[src/rtl/core_sequencer.sv]
// core_sequencer
//   Multi-cycle control sequencer for the RV32I core. Owns the PC and the
//   instruction register and steps each instruction through FETCH, DECODE,
//   EXECUTE, optional MEM and WB, handshaking with instruction and data
//   memories and issuing the register-file write strobe.
//
// Ports
//   clk, rst_n            clock; synchronous active-low reset
//   imem_req/addr/ack/rdata  instruction fetch handshake (addr == pc)
//   inst                  instruction register, drives the decoder
//   dec_*                 decoded class flags for inst
//   alu_out               ALU result / JAL(R) target
//   br_taken, br_target   branch decision and target
//   dmem_req/we/ack       data access handshake (we: 1 = store)
//   rf_we                 register-file write strobe (one cycle)
//   pc                    current instruction PC
//   retire                one pulse per completed instruction
//   trap, trap_pc         trap pulse and faulting PC
//
// Build option
//   CORE_SEQ_TRAP_EN: builds the TRAP state. Illegal instructions and
//   misaligned jump/taken-branch targets go to TRAP_VEC. When undefined,
//   trap/trap_pc are tied to 0, illegal instructions retire as NOPs and
//   target bits [1:0] are forced to 0.
module core_sequencer #(
  parameter logic [31:0] RESET_PC = 32'h0000_0000,
  parameter logic [31:0] TRAP_VEC = 32'h0000_0100
) (
  input  logic        clk,
  input  logic        rst_n,
  output logic        imem_req,
  output logic [31:0] imem_addr,
  input  logic        imem_ack,
  input  logic [31:0] imem_rdata,
  output logic [31:0] inst,
  input  logic        dec_load,
  input  logic        dec_store,
  input  logic        dec_rf_wen,
  input  logic        dec_jump,
  input  logic        dec_branch,
  input  logic        dec_illegal,
  input  logic [31:0] alu_out,
  input  logic        br_taken,
  input  logic [31:0] br_target,
  output logic        dmem_req,
  output logic        dmem_we,
  input  logic        dmem_ack,
  output logic        rf_we,
  output logic [31:0] pc,
  output logic        retire,
  output logic        trap,
  output logic [31:0] trap_pc
);

  localparam logic [31:0] NOP = 32'h0000_0013;

`ifdef CORE_SEQ_TRAP_EN
  typedef enum logic [2:0] {FETCH, DECODE, EXECUTE, MEM, WB, TRAP} state_t;
`else
  typedef enum logic [2:0] {FETCH, DECODE, EXECUTE, MEM, WB} state_t;
`endif

  state_t      state, state_nxt;
  logic        commit;
  logic        imem_req_c, dmem_req_c, dmem_we_c, rf_we_c;
  logic [31:0] pc_commit;

  // Only bits [31:2] of the targets feed the PC; the low bits matter only
  // for the misalignment trap.
  logic unused_bits;
  assign unused_bits = ^{alu_out[1:0], br_target[1:0], TRAP_VEC};

`ifdef CORE_SEQ_TRAP_EN
  logic trap_c;
  logic misaligned;
  // JAL/JALR target is {alu_out[31:1],0}, so only alu_out[1] can misalign it.
  assign misaligned = (dec_jump && alu_out[1]) ||
                      (dec_branch && br_taken && (br_target[1:0] != 2'b00));
`endif

  always_comb begin
    if (dec_illegal)
      pc_commit = pc + 32'd4;
    else if (dec_jump)
      pc_commit = {alu_out[31:2], 2'b00};
    else if (dec_branch && br_taken)
      pc_commit = {br_target[31:2], 2'b00};
    else
      pc_commit = pc + 32'd4;
  end

  always_comb begin
    state_nxt  = state;
    imem_req_c = 1'b0;
    dmem_req_c = 1'b0;
    dmem_we_c  = 1'b0;
    rf_we_c    = 1'b0;
    commit     = 1'b0;
`ifdef CORE_SEQ_TRAP_EN
    trap_c     = 1'b0;
`endif
    case (state)
      FETCH: begin
        imem_req_c = 1'b1;
        if (imem_ack)
          state_nxt = DECODE;
      end
      DECODE: state_nxt = EXECUTE;
      EXECUTE: begin
`ifdef CORE_SEQ_TRAP_EN
        if (dec_illegal || misaligned)
          state_nxt = TRAP;
`else
        if (dec_illegal)
          state_nxt = WB;
`endif
        else if (dec_load || dec_store)
          state_nxt = MEM;
        else
          state_nxt = WB;
      end
      MEM: begin
        dmem_req_c = 1'b1;
        dmem_we_c  = dec_store;
        if (dmem_ack) begin
          if (dec_store) begin
            commit    = 1'b1;
            state_nxt = FETCH;
          end else begin
            state_nxt = WB;
          end
        end
      end
      WB: begin
        rf_we_c   = dec_rf_wen & ~dec_illegal;
        commit    = 1'b1;
        state_nxt = FETCH;
      end
`ifdef CORE_SEQ_TRAP_EN
      TRAP: begin
        trap_c    = 1'b1;
        state_nxt = FETCH;
      end
`endif
      default: state_nxt = FETCH;
    endcase
  end

  // Strobes are forced low while reset is asserted, whatever the state.
  assign imem_req  = imem_req_c & rst_n;
  assign dmem_req  = dmem_req_c & rst_n;
  assign dmem_we   = dmem_we_c & rst_n;
  assign rf_we     = rf_we_c & rst_n;
  assign retire    = commit & rst_n;
  assign imem_addr = pc;

  always_ff @(posedge clk) begin
    if (!rst_n) begin
      state <= FETCH;
      pc    <= RESET_PC;
      inst  <= NOP;
    end else begin
      state <= state_nxt;
      if (state == FETCH && imem_ack)
        inst <= imem_rdata;
      if (commit)
        pc <= pc_commit;
`ifdef CORE_SEQ_TRAP_EN
      if (state == TRAP)
        pc <= TRAP_VEC;
`endif
    end
  end

`ifdef CORE_SEQ_TRAP_EN
  assign trap = trap_c & rst_n;

  always_ff @(posedge clk) begin
    if (!rst_n)
      trap_pc <= '0;
    else if (state == TRAP)
      trap_pc <= pc;
  end
`else
  assign trap    = 1'b0;
  assign trap_pc = '0;
`endif

endmodule

[config.mk]
export PLATFORM = sky130hd
export DESIGN_NAME = core_sequencer
export DESIGN_NICKNAME = d
export VERILOG_FILES = /design/src/rtl/core_sequencer.sv
export SDC_FILE = /design/constraint.sdc
export NUM_CORES = 1
export LEC_CHECK = 0
export CORE_MARGIN = 3
export CORE_UTILIZATION = 45
export CTS_CLUSTER_SIZE = 28
export DETAILED_ROUTE_END_ITERATION = 10
export DONT_BUFFER_PORTS = 1
export PLACE_DENSITY = 0.72
export SLEW_MARGIN = 20
export SYNTH_ARGS = -nofsm -noshare
export SYNTH_HDL_FRONTEND = slang
export SYNTH_SLANG_ARGS = --single-unit
[constraint.sdc]
create_clock -name clk -period 1.85 [get_ports clk]
set_input_delay 0.185 -clock clk [delete_from_list [all_inputs] [get_ports clk]]
set_output_delay 0.185 -clock clk [all_outputs]
set_load 0.005 [all_outputs]
# Word-level counts from Yosys, hierarchy flattened

Index checks and enable logic that the tools add are counted.

Input port bits: 107
Output and inout port bits: 134
Flip-flop bits (word level): 67

$add $sub $neg: 1
Bitwise gates (word level): 7
Reductions and logical operators: 5
Multiplexer cells: 16
Eq/ne operators: 6

Operator list:

| kind                                                 | count |
|---|---|
| two-way mux 32 bit                                   | 3 |
| adder 32 x 3 -> 32 bit (second input constant)       | 1 |
| two-way mux 3 bit                                    | 5 |
| one-hot mux 3 bit (4 select lines)                   | 1 |
| bitwise AND 1 bit                                    | 6 |
| equality test 3 x 2 -> 1 bit (second input constant) | 2 |
| two-way mux 1 bit                                    | 6 |
| != test 2 bit (second input constant)                | 2 |
| equality test 3 x 1 -> 1 bit (second input constant) | 1 |
| equality test 3 bit (second input constant)          | 1 |
| zero test 3 bit                                      | 1 |
| logical AND 1 bit                                    | 2 |
| one-hot mux 1 bit (2 select lines)                   | 1 |
| AND reduction 2 bit                                  | 1 |
| logical OR 1 bit                                     | 1 |
| NOT 1 bit                                            | 1 |

# Depth between registers and ports, before layout

Depth in word-level cells: 4
Depth in mapped cells: 8

# Worst setup path after synthesis

Ideal clock, no wire load.

Kind: reg-to-reg
Start point: register pc[2] (netlist: imem_addr[2])
End point: register pc[14] (netlist: imem_addr[14])
Period minus slack after synthesis: 1,973 ps
Library setup time: 61 ps
Path slack: -123 ps
Stages on the path, launching flop included: 8
Arrival time: 1,912 ps
Cell sequence: dfxtp_1 ha_1 nand3_1 or2_4 buf_2 or3_1 o32ai_1 a32o_1

Cells in the longest elaborated chain, start to end: 4

RTL lines:

| item                     | line   | source |
|---|---|---|
| start, declared          | 49     | `output logic [31:0] pc,` |
| start signal, assigned   | 167    | `pc <= pc_commit;` |
| adder 32 x 3 -> 32 bit * | 83, 89 |  |
| two-way mux 32 bit       | 86     | `else if (dec_branch && br_taken)` |
| two-way mux 32 bit       | 84     | `else if (dec_jump)` |
| two-way mux 32 bit *     | 82     | `if (dec_illegal)` |

Mark *: on every way between the ends. The rest lies on a longest branch, timed or not.
A chain may end at the register's enable or synchronous reset.

# Worst setup path in the final report

Start point: register pc[4] (netlist: imem_addr[4])
End point: register pc[27] (netlist: imem_addr[27])

The elaborated chain is that of the path after synthesis.

==> Flow_metrics.wiki <==
{| class="wikitable"
! Metric !! Value
|-
| Status || finished with violations
|-
| Failing checks || setup timing
|-
| HPWL reported at the end of detailed placement || 10.6 mm
|-
| Synth-to-Final Area Change || 22.5%
|-
| Worst reg2reg path startpoint || imem_addr[4]
|-
| Grt met3 use || 7.97%
|-
| Setup repair after global routing missed its margin || true
|-
| Number of violations reported at the end of detailed-routing iteration 0 || 387
|-
| Share of synthesized registers carrying an async set or reset || 0%
|-
| Number of standard cells in the final layout excluding fillers || 789
|-
| Starting density of the core || 47.2%
|-
| Distinct cell type count of the synthesized netlist || 64
|-
| Total clock buffers created by CTS || 9
|-
| Chip height || 105 µm
|-
| Die span in x || 105 µm
|-
| Number of H-tree levels || 3
|-
| Crit share post-route || 100%
|-
| Detailed-route via count || 4606
|-
| Vias in the first global route || 4514
|-
| Hold violation total from the final report || 0
|-
| Die Outline Area || 11000 µm²
|-
| Initial antenna violation count || 0
|-
| Area contributors post-synth || dfxtp_1, buf_4, nand2_1, a21oi_1, o21ai_0
|-
| Main synth FF type || dfxtp_1
|-
| Setup violation total in the final timing report || 2
|-
| Fin Clk Skew || 11.8 ps
|-
| Area share of the largest cell type after synthesis || 29.4%
|-
| Synthesized area divided by synthesized cell count || 7.38 µm²
|-
| Number of iterations in the first detailed-routing pass || 4
|-
| Number of enable flip-flop cells after synthesis || 0
|-
| Boundary pin count || 241
|-
| Startpoint type of the worst setup path || flop
|-
| Cell with the most instances after synthesis || nand2_1
|-
| Via/cell ratio || 5.84
|-
| Class of the worst hold path || input pin to flop
|-
| WL/cell || 19.0 µm
|-
| Summed instance area of the synthesized netlist || 4420 µm²
|-
| Clk_lat worst skew || 340 ps
|-
| Fraction of final layout cells with drive strength greater than 1 || 23.0%
|-
| Total number of clock tree sinks || 65
|-
| Standard-cell row count || 35
|-
| Maximum buffer depth of the clock tree || 2
|-
| Maximum frequency from static timing analysis || 0.538 GHz
|-
| First-pass GRT wire length || 23.3 mm
|-
| Placeable core region || 9370 µm²
|-
| Transition time at the pin with the least slew margin || 539 ps
|-
| Required time at the worst-slack endpoint || 2120 ps
|-
| Endpoint arrival time on the critical path || 2130 ps
|-
| GRT overflow || 0
|-
| Highest fanout seen on the critical path || 4
|-
| Number of cells after detailed placement || 735
|-
| Maximum ir drop on the vdd rail || 0.558 mV
|-
| Placer Congestion || 0.944
|-
| Minimum period implied by the final worst setup slack || 1860 ps
|-
| Slew Limit Headroom || 64.0%
|-
| Total GRT Usage || 26.1%
|-
| Worst setup path startpoint || imem_addr[4]
|-
| Final worst hold slack || 24.7 ps
|-
| Max cap viols || 0
|-
| Synth Instances || 599
|-
| Total power after layout || 0.00339 W
|-
| Final Routed Wirelength || 15.0 mm
|-
| Gr busiest metal || met2
|-
| Largest area contributor in the netlist || dfxtp_1
|-
| Max-slew violations || 0
|-
| Min-Delay Startpoint || rst_n
|-
| Layout Nets || 763
|-
| Reg clk slew, reported paths || 90 ps
|-
| Pleak || 2.07 nW
|-
| Met1 GRT Util || 31.2%
|-
| Cell at the root of the clock tree || clkbuf_8
|-
| DRC viols || 0
|-
| Sum of negative setup slack || -9.37 ps
|-
| Most frequent cells after synthesis || nand2_1, a21oi_1, buf_4
|-
| Cell area power density || 627 nW/µm²
|-
| Setup ws final || -8.77 ps
|-
| Pin count of the biggest net entering global routing || 78
|-
| Kind of end point of the critical path || flop
|-
| Clock tree from TritonCTS || done
|-
| Count of input and output buffers || 0
|-
| Number of storage elements in the synthesis netlist || 65
|-
| YS warnings || 0
|-
| Post-synthesis sequential area ratio || 29.4%
|-
| Antenna diodes || 0
|-
| Category of the most critical setup path || flop to flop
|-
| Count of antenna-violating nets left after detailed routing || 0
|-
| Global routing usage on met2 || 44.5%
|}
state kept, by name (all words and copies together) (netlist names):
register   cells
imem_addr     30
state          3
inst          32
timing repair:
item / in CTS / in global routing
pin swaps: 3 / 8
resized for setup: 9 / 31
endpoints found under the setup margin: 7 / 25
setup buffers: 3 / 2
hold buffers: 33 / 0
endpoints found under the hold margin: 35 / 0
logic make-up after synthesis:
logic type | share of synthesized area [%]
buf+inv | 15.9
mux | 1.64
other cells | 0.0848
simple gates | 27.8
compound gates | 24.9
fa+ha+maj | 0.283
flops | 29.4
cell type report:
| cell class | instances | area [µm²] |
|---|---|---|
| Timing Repair Buffer | 113 | 951 |
| Fill cell | 864 | 3960 |
| Tap cell | 129 | 161 |
| Multi-Input combinational cell | 453 | 2700 |
| Inverter | 13 | 48.8 |
| Clock buffer | 10 | 149 |
| Clock inverter | 6 | 73.8 |
| Sequential cell | 65 | 1330 |
worst max-delay path: stages (launching register included):
cell and delay (ps):
dfxtp_2 370, nand4_1 180, buf_4 190, nor3_2 290, nand2_2 100, or4_4 490
a31oi_1 170
path summary, 6_finish.rpt:
check / to / slack, ps / depth (start not counted)
hold reg to reg: inst[28] / 480 / 2
setup reg to reg: imem_addr[27] / -9 / 6
hold / removal: imem_addr[22] / 20 / 1
setup / recovery: imem_addr[27] / -9 / 6
power breakdown:
group	leakage [nW]	total, W	internal, W	switching (W)
registers	0.539	0.00151	0.00146	0.0000565
clock network	0.112	0.00136	0.000719	0.000638
logic	1.42	0.000522	0.000231	0.000291
total	2.07	0.00339	0.00241	0.000986
cell usage in the layout (no fill, tap or decap), drive strengths merged, types with 3 or more instances in the layout:
cell         count
nand2           96
buf             80
a21oi           68
dfxtp           65
conb            37
dlygate4sd3     33
o21ai           30
nor2            26
nand3           16
nor3b           15
inv             13
nand2b          12
nor3            12
a22o            10
o31ai           10
clkbuf          10
and3             9
nand4            9
nor4             9
nor2b            7
o22ai            7
a31oi            6
or3              6
mux2i            5
and2             5
o211ai           5
clkinv           5
nand3b           4
a22oi            4
a211o            4
o32a             4
o32ai            4
or4              3
a32o             3
o2bb2ai          3
stage by stage:
| stage | util (%) | setup WS (ps) | cell area, µm² |
|---|---|---|---|
| finish | 57.8 | -8.77 | 5420 |
| global route | 57.8 | -112 | 5420 |
| CTS | 56.4 | -25.9 | 5290 |
| detailed placement | 49.9 | -46.6 | 4680 |
| global placement | 49.9 | 16.2 | 4680 |
| floorplan | - | 14.6 | 4590 |
per-layer routing:
| metal | share of wire (%) | routed length, µm | up-vias |
|---|---|---|---|
| li1 | - | - | 2171 |
| met1 | 39 | 5800 | 2144 |
| met2 | 50 | 7450 | 275 |
| met3 | 10 | 1550 | 16 |
| met4 | 1.5 | 218 | 0 |
| met5 | 0 | 0 | - |
No activity file was read; power rests on OpenSTA's default activity.
